File: src/rtl/code_assembler_if.sv
// Digit-load and code-handoff signals between the digit register, the assembler
// and the code comparator. The slave modport is the assembler side.
interface code_assembler_if #(
    parameter int NUM_DIGITS = 4,
    parameter int DIGIT_W    = 4
);
    localparam int W  = NUM_DIGITS * DIGIT_W;
    localparam int CW = $clog2(NUM_DIGITS + 1);

    logic [DIGIT_W-1:0] digit_in;
    logic               digit_strobe;
    logic               clear;
    logic               code_ack;
    logic [W-1:0]       code_out;
    logic               code_valid;
    logic [CW-1:0]      digit_count;
    logic               busy;
    logic               timeout_err;
    logic               overrun;
    logic [1:0]         state_dbg;

    modport slave (
        input  digit_in, digit_strobe, clear, code_ack,
        output code_out, code_valid, digit_count, busy, timeout_err, overrun, state_dbg
    );

    modport master (
        output digit_in, digit_strobe, clear, code_ack,
        input  code_out, code_valid, digit_count, busy, timeout_err, overrun, state_dbg
    );
endinterface

File: src/rtl/code_assembler.sv
// Assembles NUM_DIGITS strobed digits into one code word (first digit MS) and
// hands it on over code_valid/code_ack; stale partial entries abort on timeout.
module code_assembler #(
    parameter int NUM_DIGITS     = 4,
    parameter int DIGIT_W        = 4,
    parameter int TIMEOUT_CYCLES = 50000
) (
    input  logic             clk,
    input  logic             rst,
    code_assembler_if.slave  bus
);
    localparam int W  = NUM_DIGITS * DIGIT_W;
    localparam int CW = $clog2(NUM_DIGITS + 1);
    localparam int TW = (TIMEOUT_CYCLES > 1) ? $clog2(TIMEOUT_CYCLES) : 1;
    localparam bit TMO_EN = (TIMEOUT_CYCLES > 0);
    localparam logic [TW-1:0] TMO_LAST = TW'((TIMEOUT_CYCLES > 0) ? TIMEOUT_CYCLES - 1 : 0);

    typedef enum logic [1:0] {
        IDLE    = 2'd0,
        COLLECT = 2'd1,
        READY   = 2'd2
    } state_t;

    state_t        state;
    logic          strobe_q;
    logic [TW-1:0] tmo_cnt;
    logic [W-1:0]  code_r;
    logic [CW-1:0] count_r;
    logic          valid_r;
    logic          tmo_r;
    logic          ovr_r;
    logic          ev;

    // One event per strobe assertion, however long the strobe is held.
    assign ev = bus.digit_strobe & ~strobe_q;

    // Handshake: code_valid rises one cycle after the completing digit and holds
    // code_out stable until a cycle with code_ack=1; that cycle is the transfer.
    always_ff @(posedge clk or negedge rst) begin
        if (!rst) begin
            state    <= IDLE;
            strobe_q <= 1'b0;
            tmo_cnt  <= '0;
            code_r   <= '0;
            count_r  <= '0;
            valid_r  <= 1'b0;
            tmo_r    <= 1'b0;
            ovr_r    <= 1'b0;
        end else begin
            strobe_q <= bus.digit_strobe;
            tmo_r    <= 1'b0;
            ovr_r    <= 1'b0;
            if (bus.clear) begin
                state   <= IDLE;
                code_r  <= '0;
                count_r <= '0;
                valid_r <= 1'b0;
                tmo_cnt <= '0;
            end else begin
                case (state)
                    IDLE: begin
                        if (ev) begin
                            state   <= COLLECT;
                            code_r  <= W'(bus.digit_in);
                            count_r <= CW'(1);
                            tmo_cnt <= '0;
                        end
                    end
                    COLLECT: begin
                        if (ev) begin
                            code_r  <= {code_r[W-DIGIT_W-1:0], bus.digit_in};
                            count_r <= count_r + CW'(1);
                            tmo_cnt <= '0;
                            if (count_r == CW'(NUM_DIGITS - 1)) begin
                                state   <= READY;
                                valid_r <= 1'b1;
                            end
                        end else if (TMO_EN && tmo_cnt == TMO_LAST) begin
                            state   <= IDLE;
                            code_r  <= '0;
                            count_r <= '0;
                            tmo_cnt <= '0;
                            tmo_r   <= 1'b1;
                        end else if (TMO_EN) begin
                            tmo_cnt <= tmo_cnt + TW'(1);
                        end
                    end
                    READY: begin
                        if (bus.code_ack) begin
                            valid_r <= 1'b0;
                            tmo_cnt <= '0;
                            if (ev) begin
                                state   <= COLLECT;
                                code_r  <= W'(bus.digit_in);
                                count_r <= CW'(1);
                            end else begin
                                state   <= IDLE;
                                code_r  <= '0;
                                count_r <= '0;
                            end
                        end else if (ev) begin
                            ovr_r <= 1'b1;
                        end
                    end
                    default: begin
                        state   <= IDLE;
                        code_r  <= '0;
                        count_r <= '0;
                        valid_r <= 1'b0;
                        tmo_cnt <= '0;
                    end
                endcase
            end
        end
    end

    assign bus.code_out    = code_r;
    assign bus.code_valid  = valid_r;
    assign bus.digit_count = count_r;
    assign bus.busy        = (state == COLLECT);
    assign bus.timeout_err = tmo_r;
    assign bus.overrun     = ovr_r;
    assign bus.state_dbg   = state;
endmodule
File: src/flat_wrapper.sv
// flat-port wrapper written by rule: the top's interface ports become plain ports
module code_assembler_flat 
#(
    parameter int NUM_DIGITS     = 4,
    parameter int DIGIT_W        = 4,
    parameter int TIMEOUT_CYCLES = 50000
)
  (clk, rst, bus_digit_in, bus_digit_strobe, bus_clear, bus_code_ack, bus_code_out, bus_code_valid, bus_digit_count, bus_busy, bus_timeout_err, bus_overrun, bus_state_dbg);
  code_assembler_if #(.NUM_DIGITS(NUM_DIGITS), .DIGIT_W(DIGIT_W)) bus_i ();
  input  logic clk;
  input  logic rst;
  input wire logic [$bits(bus_i.digit_in)-1:0] bus_digit_in;
  input wire logic [$bits(bus_i.digit_strobe)-1:0] bus_digit_strobe;
  input wire logic [$bits(bus_i.clear)-1:0] bus_clear;
  input wire logic [$bits(bus_i.code_ack)-1:0] bus_code_ack;
  output wire logic [$bits(bus_i.code_out)-1:0] bus_code_out;
  output wire logic [$bits(bus_i.code_valid)-1:0] bus_code_valid;
  output wire logic [$bits(bus_i.digit_count)-1:0] bus_digit_count;
  output wire logic [$bits(bus_i.busy)-1:0] bus_busy;
  output wire logic [$bits(bus_i.timeout_err)-1:0] bus_timeout_err;
  output wire logic [$bits(bus_i.overrun)-1:0] bus_overrun;
  output wire logic [$bits(bus_i.state_dbg)-1:0] bus_state_dbg;
  assign bus_i.digit_in = bus_digit_in;
  assign bus_i.digit_strobe = bus_digit_strobe;
  assign bus_i.clear = bus_clear;
  assign bus_i.code_ack = bus_code_ack;
  assign bus_code_out = bus_i.code_out;
  assign bus_code_valid = bus_i.code_valid;
  assign bus_digit_count = bus_i.digit_count;
  assign bus_busy = bus_i.busy;
  assign bus_timeout_err = bus_i.timeout_err;
  assign bus_overrun = bus_i.overrun;
  assign bus_state_dbg = bus_i.state_dbg;
  code_assembler #(.NUM_DIGITS(NUM_DIGITS), .DIGIT_W(DIGIT_W), .TIMEOUT_CYCLES(TIMEOUT_CYCLES)) u_core (.clk(clk), .rst(rst), .bus(bus_i));
endmodule
File: config.mk
export PLATFORM = sky130hd
export DESIGN_NAME = code_assembler_flat
export DESIGN_NICKNAME = d
export VERILOG_FILES = /design/src/rtl/code_assembler_if.sv /design/src/rtl/code_assembler.sv /design/src/flat_wrapper.sv
export SDC_FILE = /design/constraint.sdc
export NUM_CORES = 1
export LEC_CHECK = 0
export ABC_CLOCK_PERIOD_IN_PS = 1600
export BUFFER_PORTS_ARGS = -buffer_cell sky130_fd_sc_hd__buf_2
export CORE_MARGIN = 2
export CORE_UTILIZATION = 50
export CTS_CLUSTER_DIAMETER = 60
export DETAILED_ROUTE_END_ITERATION = 10
export PLACE_DENSITY = 0.73
export REMOVE_ABC_BUFFERS = 1
export SETUP_SLACK_MARGIN = 0.2
export SLEW_MARGIN = 25
export SYNTH_ARGS = -nofsm -noshare
export SYNTH_HDL_FRONTEND = slang
export SYNTH_SLANG_ARGS = --single-unit
File: constraint.sdc
create_clock -name clk -period 1.6 [get_ports clk]
set_input_delay 0.16 -clock clk [delete_from_list [all_inputs] [get_ports clk]]
set_output_delay 0.16 -clock clk [all_outputs]
set_load 0.02 [all_outputs]
# Word-level counts from Yosys, hierarchy flattened
# Index checks and enable logic that the tools add are counted.
totals:
  register_bits: 41
  output_inout_bits: 25
  word_cells: 69
classes:
  addsub: 2
  eq_ne: 11
  mux: 41
  bitwise: 2
  reduce_logical: 5
ops:
  columns: ["cell", "count"]
  rows:
  - ["$mux 16", 10]
  - ["$pmux 16 s3", 2]
  - ["$add 16x1->16 const B", 1]
  - ["$eq 16x16->1 const B", 1]
  - ["$mux 3", 5]
  - ["$mux 1", 14]
  - ["$mux 2", 6]
  - ["$ne 3x2->1 const B", 3]
  - ["$pmux 3 s3", 1]
  - ["$reduce_and 4->1", 2]
  - ["$pmux 2 s3", 1]
  - ["$mux 4", 1]
  - ["$ne 4x2->1 const B", 1]
  - ["$ne 4x4->1 const B", 1]
  - ["$add 3x1->3 const B", 1]
  - ["$eq 3x2->1 const B", 1]
  - ["$ne 3x3->1 const B", 1]
  - ["$pmux 1 s3", 1]
  - ["$reduce_and 3->1", 1]
  - ["$eq 2x1->1 const B", 1]
  - ["$eq 2x2->1 const B", 1]
  - ["$logic_not 2->1", 1]
  - ["$ne 2x2->1 const B", 1]
  - ["$reduce_and 2->1", 1]
  - ["2 further kinds", 2]

# Logic depth before layout (Yosys ltp)
# Gate-level depths: netlist of the first run.
logic_depth:
  depth_word: 6
  ltp_mapped: 7
  ltp_nobuf: 5

# Worst setup path after synthesis of the first run
# OpenSTA, ideal clock, no wires.
synth_timing:
  path_type: "register to register"
  start: "reg u_core.state[1] (netlist: u_core.bus.state_dbg[1])"
  end: "reg u_core.code_r[0] (netlist: u_core.bus.code_out[0])"
  setup_ps: 78
  arrival_ps: 1737
  required_ps: 1522
  setup_slack_ps: -215
  path_stages_with_launch: 8
  path_buffers: 2
  period_less_slack_ps: 1815
  path_cell_list: "dfrtp_1 > buf_6 > nand2b_4 > inv_1 > nand3_1 > o21ai_2 > buf_6 > o2bb2ai_1"
synth_via:
  elab_chain_cells: 3
  word_cells_on_any_way: 9
  cone_classes: "eq/ne: 5; mux: 2; reduce/logical: 2"
synth_rtl:
  columns: ["element", "line_no", "text"]
  rows:
  - ["start: declaration", "code_assembler.sv:24", "state_t state;"]
  - ["start signal: assignment", "code_assembler.sv:41", "state <= IDLE;"]
  - ["start signal: assignment", "code_assembler.sv:54", "state <= IDLE;"]
  - ["start signal: assignment", "code_assembler.sv:63", "state <= COLLECT;"]
  - ["$eq 2x1->1 *", null, null]
  - ["via bus_busy", "flat_wrapper.sv:19", "output wire logic [$bits(bus_i.busy)-1:0] bus_busy;"]
  - ["$ne 4x2->1 (no line) or $pmux 16 s3 (tied branches)", null, null]
  - ["$reduce_and 3->1 (no line) or $mux 16 (tied branches)", null, null]
  - ["end signal: assignment", "code_assembler.sv:64", "code_r <= W'(bus.digit_in);"]
  - ["end signal: assignment", "code_assembler.sv:71", "code_r <= {code_r[W-DIGIT_W-1:0], bus.digit_in};"]
  - ["end signal: assignment", "code_assembler.sv:94", "code_r <= W'(bus.digit_in);"]
  - ["end: declaration", "code_assembler.sv:27", "logic [W-1:0] code_r;"]
# Mark *: on every way through the listed nets, which the timed path passes. The rest lies on a longest branch.
# A chain may end at the register's enable or synchronous reset.

# Worst setup path in the final report of the first run
layout_timing:
  start: "reg u_core.tmo_cnt[1]"
  end: "reg u_core.tmo_cnt[14]"
layout_via:
  elab_chain_cells: 5
  word_cells_on_any_way: 6
  cone_classes: "add/sub: 1; eq/ne: 1; mux: 4"
layout_rtl:
  columns: ["element", "line_no", "text"]
  rows:
  - ["start: declaration", "code_assembler.sv:26", "logic [TW-1:0] tmo_cnt;"]
  - ["start signal: assignment", "code_assembler.sv:85", "tmo_cnt <= tmo_cnt + TW'(1);"]
  - ["$add 16x1->16 or $eq 16x16->1 (tied branches)", "code_assembler.sv:85, code_assembler.sv:78", null]
  - ["$mux 16 *", "code_assembler.sv:78", "end else if (TMO_EN && tmo_cnt == TMO_LAST) begin"]
  - ["$mux 16 *", "code_assembler.sv:70", "if (ev) begin"]
  - ["$pmux 16 s3 *", "code_assembler.sv:60", "case (state)"]
  - ["$mux 16 *", "code_assembler.sv:53", "if (bus.clear) begin"]
# Every way passes the cells marked *; elsewhere a longest branch is shown, timed or not.

==> run metrics, run 1 <==
fraction of layout cells with a size suffix above 1 58.2%; io pins 34; post-synthesis cell area between 0.002 and 0.0025 mm2; pwr/cell area about 660 mW/mm2; Avg Cell Area, Syn around 11 um2; final hold viol count 0; CP startpoint kind register; first-pass GRT wire length 9.40 mm; core area approximately 0.0039 mm2; worst setup path startpoint u_core.tmo_cnt[1]$_DFFE_PN0P_; clock tree sinks slightly above 40; die area 0.00453 mm2; measured slew at the worst slew-check pin ~0.48 ns; HPWL Detailed around 3.7 mm; distinct cell type count after synthesis 38; FF+latch count, synth 41; Clock Tree Buf Depth 2; Hold Path Origin bus_digit_strobe; largest net degree at the start of global routing 23; DR WL/cell 21.9 um; FMAX around 600 MHz; remaining antenna violation count 0; CP Class reg2reg; commonest cells after routing, fill and taps aside 43 x buf_4, 38 x dfrtp_1, 31 x buf_2; status finished with violations; vias per cell between 6 and 7; post-synthesis cell count 188; floorplan row count 23; Final #Nets 296; post-route cell area 0.00320 mm2; worst-path fanout max 6; GRT overflow 0; Initial Util between 50% and 60%; Die Width 67.3 um; Area growth syn-to-layout 60.0%; Ys Warns 0; Pre-antenna DRT Iters 5; Tot GR Track Use 28.2%; Seq/Total Area, Yosys about half; violated checks negative setup slack; vias in the first global route between 1500 and 2000; Final Max Slew Viols 0; PnR worst setup slack -0.0740 ns; max_cap viols 0; initial antenna violation count 0; CTS tree yes; Reg-to-Reg Start u_core.tmo_cnt[1]$_DFFE_PN0P_; PortBufs 33; Final Total Pwr about 0.0021 W; Post-synth EDFFs 0; post-layout min period 1.67 ns; Post-synth top flop dfrtp_1; WHS Path Cells 1; Final Wtd Congestion between 0.9 and 1; maximum VDD drop approximately 0.39 mV; Clock transition at path regs 0.08 ns; worst min path class in2reg; commonest non-fill, non-tap cell in the layout buf_4; clock root cell clkbuf_8; cts bufs inserted 5; Fillers between 200 and 250; Placement Setup Slack -0.232 ns; CP Data Required Time approximately 1.8 ns; fin crit share 105%; DRT iter0 DRCs approximately 230; htree depth 2; via count roughly 2200; ANT cells 0; Critical Path Sink Type register; P_leak between 1 and 1.5 nW; RSZ-0062 raised after global routing true; Worst Clk Skew a little under 0.008 ns; cells on worst reg2reg path 6; die height between 60 and 70 um; placed standard-cell area roughly 0.0025 mm2; R2R Setup Slk -0.07 ns; clk_lat worst skew about 0.3 ns; DRT Wirelength about 7.3 mm; Post-synth ARST share between 90% and 100%; DRC violations left 0; final setup fails 25; critical path arrival ~1.9 ns; Slew HR 68.2%
[logic make-up after synthesis]
family | share of synthesized area [%]
AOI/OAI and AO/OA | 21.8
and+or+nand+nor | 20.3
DFF | 51.2
buffers and inverters | 4.81
adders and majority gates | 1.87
[cell type report]
type	instances	area (um2)	area share, %
multi-input cells	131	1230	38.5
inverters	7	28.8	0.898
clock inverters	2	10.0	0.312
clock buffers	6	72.6	2.26
flip-flops and latches	41	1030	32.1
well taps	50	62.6	1.95
repair buffers	98	768	24.0
[worst max-delay path, stage by stage, from the launching register on]
cell	delay, ns
dfrtp_1	0.36
ha_2	0.19
and3_4	0.21
buf_6	0.13
nand2_8	0.07
or4_4	0.50
a21oi_2	0.15
[per-layer routing]
layer  part of all wire, %  GRT usage (%)  up-vias
met5                     0              0        -
met4                   2.9           11.2        0
met3                   8.6           6.67       35
met2                    48           44.3      149
met1                    41           37.5     1081
li1                      -              -      913
[registers in the layout, indices dropped and copies added, names as in the netlist]
register and flops:
u_core.strobe_q 1, u_core.tmo_cnt 16, u_core.bus.state_dbg 2, u_core.bus.code_valid 1
u_core.bus.digit_count 3, u_core.bus.timeout_err 1, u_core.bus.code_out 16, u_core.bus.overrun 1
[path summary, 6_finish.rpt]
check,endpoint
worst max-delay path,u_core.tmo_cnt[14]$_DFFE_PN0P_
worst min-delay path,u_core.strobe_q$_DFF_PN0_
worst max register to register,u_core.tmo_cnt[14]$_DFFE_PN0P_
worst min register to register,u_core.bus.code_out[15]$_DFFE_PN0P_
max in group asynchronous,u_core.tmo_cnt[9]$_DFFE_PN0P_
min in group asynchronous,u_core.tmo_cnt[5]$_DFFE_PN0P_
[timing repair]
item,CTS,global route
cloned,1,0
hold buffers,1,0
hold endpoints to repair,19,0
resized for setup,44,55
endpoints found under the setup margin,38,40
buffers inserted,9,11
pin swaps,21,11
[power by group]
group          leakage [nW]  internal (W)  total (W)  switching [W]
clock                0.0450      0.000303   0.000676       0.000373
combinational         0.825      0.000163   0.000366       0.000204
sequential            0.558       0.00106    0.00108      0.0000222
total                  1.43       0.00152    0.00212       0.000599
[through the flow]
stage	hold slack (ns)	instances	setup TNS, ns	util (%)
after floorplan	-0.136	178	-5.12	-
after global placement	0.137	305	-3.71	64.0
after detailed placement	0.142	305	-4.63	64.0
after CTS	0.0163	324	0	72.9
after global routing	0.0427	335	-2.35	81.9
final	0.0534	335	-0.838	81.9
[synth_stat cells, drive strengths merged, types with 4 or more instances]
cell | count | share of area, %
dfrtp | 41 | 51
a22o | 17 | 7.4
nand2 | 15 | 2.8
a21oi | 11 | 2.9
buf | 9 | 3.3
o31ai | 8 | 3.0
inv | 7 | 1.3
nor2 | 7 | 1.3
or4 | 7 | 2.6
nand3 | 6 | 1.5
nand4 | 6 | 1.9
nor3 | 6 | 1.7
o21ai | 6 | 1.9
o2bb2ai | 6 | 2.6
a31oi | 4 | 1.2
nor2b | 4 | 1.2
No activity file was read; power rests on OpenSTA's default activity.
==> inputs of run 2 (changes only) <==
Settings changed: CTS_BUF_LIST from default to sky130_fd_sc_hd__clkbuf_16, CTS_CLUSTER_SIZE from default to 16, SKIP_LAST_GASP from default to 1.
==> run metrics, run 2 (same netlist as run 1, synthesis figures left out) <==
status finished with violations; violated checks negative setup slack; measured slew at the worst slew-check pin 0.480 ns (+0.00266 ns); met2 usage 53.3% (+9.0 points); R2R Setup Slk -0.11 ns (-0.03 ns); post-route cell area 0.00319 mm2 (-0.39%); worst min path class in2reg; max_cap viols 0 (unchanged); clock tree sinks 41 (unchanged); Pre-antenna DRT Iters 5 (unchanged); fraction of layout cells with a size suffix above 1 57.9% (-0.35 points); PnR worst setup slack -0.106 ns (-0.0322 ns); maximum VDD drop 0.955 mV (+140%); RSZ-0062 raised after global routing true; met3 Use GR 7.67% (+1.0 points); floorplan row count 23 (unchanged); FMAX 586 MHz (-1.9%); clock power share 40.9% (+9.0 points); initial antenna violation count 0 (unchanged); Critical Path Sink Type register; fin crit share 107% (+2.0 points); die height 67.3 um (unchanged); slowest CP cell nor4bb_2; clk_lat worst skew 0.29 ns (about the same); Final Total Pwr 0.00242 W (+14%); P_leak 1.47 nW (+2.7%); PortBufs 33 (unchanged); ANT cells 0 (unchanged); Clock transition at path regs 0.06 ns (-0.02 ns); DR WL/cell 22.1 um (+1.0%); CP Class reg2reg; post-layout min period 1.71 ns (+0.0322 ns); Worst Clk Skew 0.00732 ns (-0.000570 ns); largest net degree at the start of global routing 23 (unchanged); Int Power 0.00177 W (+16%); final setup fails 31 (+24%); grt met1 use 41.3% (+3.8 points); htree depth 2 (unchanged); Crit path max-delay family simple AND/OR/NAND/NOR gates; commonest non-fill, non-tap cell in the layout buf_4; Util after Layout 81.6% (-0.32 points); CP Data Required Time 1.78 ns (-0.05 ns); clock root cell clkbuf_16; DRT iter0 DRCs 313 (+39%); Slew HR 68.0% (-0.18 points); critical path, cell by cell nor4bb_2 > and4_4 > buf_4 > o31ai_2 > a22o_1; io pins 34 (unchanged); Final Max Slew Viols 0 (unchanged); GRT overflow 0 (unchanged); Comb power frac 14.2% (-3.1 points); via count 2151 (-1.2%); cts bufs inserted 5 (unchanged); CTS tree yes; final hold viol count 0 (unchanged); Die Width 67.3 um (unchanged); Area growth syn-to-layout 59.3%; Initial Util 51.2% (unchanged); placed standard-cell area 0.00250 mm2 (unchanged); core area 0.00391 mm2 (unchanged); Clock Tree Buf Depth 2 (unchanged); GR peak layer met2; switching power 0.000642 W (+7.2%); first-pass GRT wire length 10.7 mm (+14%); WP buf/inv 1 (unchanged); Slowest Stage Delay on Critical Path 0.43 ns (-0.07 ns); CP startpoint kind register; vias in the first global route 2151 (+11%); vias per cell 6.42 (-1.2%); commonest cells after routing, fill and taps aside 45 x buf_4, 39 x dfrtp_1, 32 x buf_2; remaining antenna violation count 0 (unchanged); DRT Wirelength 7.41 mm (+1.0%); critical path arrival 1.88 ns (-0.03 ns); die area 0.00453 mm2 (unchanged); Reg power frac 45.0% (-5.9 points); Tot GR Track Use 32.8% (+4.6 points); Final Wtd Congestion 0.907 (unchanged); Fillers 225 (+1.8%); HPWL Detailed 3.71 mm (unchanged); Sw Ratio 26.6% (-1.6 points); worst-path fanout max 2 (-4); Final #Nets 296 (unchanged); pwr/cell area 757 mW/mm2 (+14%); DRC violations left 0 (unchanged)
## run 2: cell count changes in the layout (fill, tap and decap cells not counted), sizes merged
cell | before | now
clkbuf | 6 | 5
inv | 7 | 8
## run 2: worst reg2reg max path: stages (launching register included)
cell	delay [ns]
dfrtp_1	0.42
nor4bb_2	0.43
and4_4	0.32
buf_4	0.14
o31ai_2	0.07
a22o_1	0.21
## run 2: per-stage QoR
step | hold slack (ns) | worst slack, ns | cells | setup TNS, ns
detailed placement | 0.142 | -0.232 | 305 | -4.63
global placement | 0.137 | -0.190 | 305 | -3.71
floorplan | -0.136 | -0.262 | 178 | -5.12
global route | 0.0456 | -0.164 | 335 | -3.41
finish | 0.0477 | -0.106 | 335 | -2.11
CTS | 0.0429 | 0.0185 | 331 | 0
## run 2: per-layer routing
layer / share of wire, % / up-vias / wire length [um]
met4: 4.5 / 0 / 330
met2: 46 / 154 / 3410
met1: 40 / 1043 / 2980
met5: 0 / - / 0
li1: - / 918 / -
met3: 9.3 / 36 / 692
## run 2: final timing paths
path / end / startpoint / cells after the start
min in group asynchronous: u_core.bus.code_out[15]$_DFFE_PN0P_ / rst / 2
max reg2reg: u_core.tmo_cnt[7]$_DFFE_PN0P_ / u_core.tmo_cnt[4]$_DFFE_PN0P_ / 5
min: u_core.strobe_q$_DFF_PN0_ / bus_digit_strobe / 1
max: u_core.tmo_cnt[7]$_DFFE_PN0P_ / u_core.tmo_cnt[4]$_DFFE_PN0P_ / 5
max in group asynchronous: u_core.tmo_cnt[9]$_DFFE_PN0P_ / rst / 3
min reg2reg: u_core.bus.code_out[13]$_DFFE_PN0P_ / u_core.bus.code_out[13]$_DFFE_PN0P_ / 1
## run 2: what timing repair did
item,CTS,global route
endpoints found under the hold margin,19,0
setup buffers,15,4
endpoints found under the setup margin,38,40
pin swaps,31,11
gates cloned,2,0
resized for setup,64,25
hold buffers,1,0
## run 2: cell type report
type                            instances  area [um2]  area share (%)
Clock buffer                            5         125            3.92
Clock inverter                          3        13.8           0.431
Inverter                                7        28.8           0.902
Multi-Input combinational cell        131        1190            37.3
Sequential cell                        41        1030            32.2
Tap cell                               50        62.6            1.96
Timing Repair Buffer                   98         742            23.2
## run 2: power by group through the flow
| stage | combinational (W) | sequential (W) | clock, W |
|---|---|---|---|
| 3_5_place_dp | 0.000233 | 0.00110 | 0 |
| 5_1_grt | 0.000363 | 0.00109 | 0.00103 |
| 2_1_floorplan | 0.0000829 | 0.00112 | 0 |
| 6_report | 0.000343 | 0.00109 | 0.000987 |
| 4_1_cts | 0.000311 | 0.00108 | 0.000961 |
| 3_3_place_gp | 0.000228 | 0.00110 | 0 |
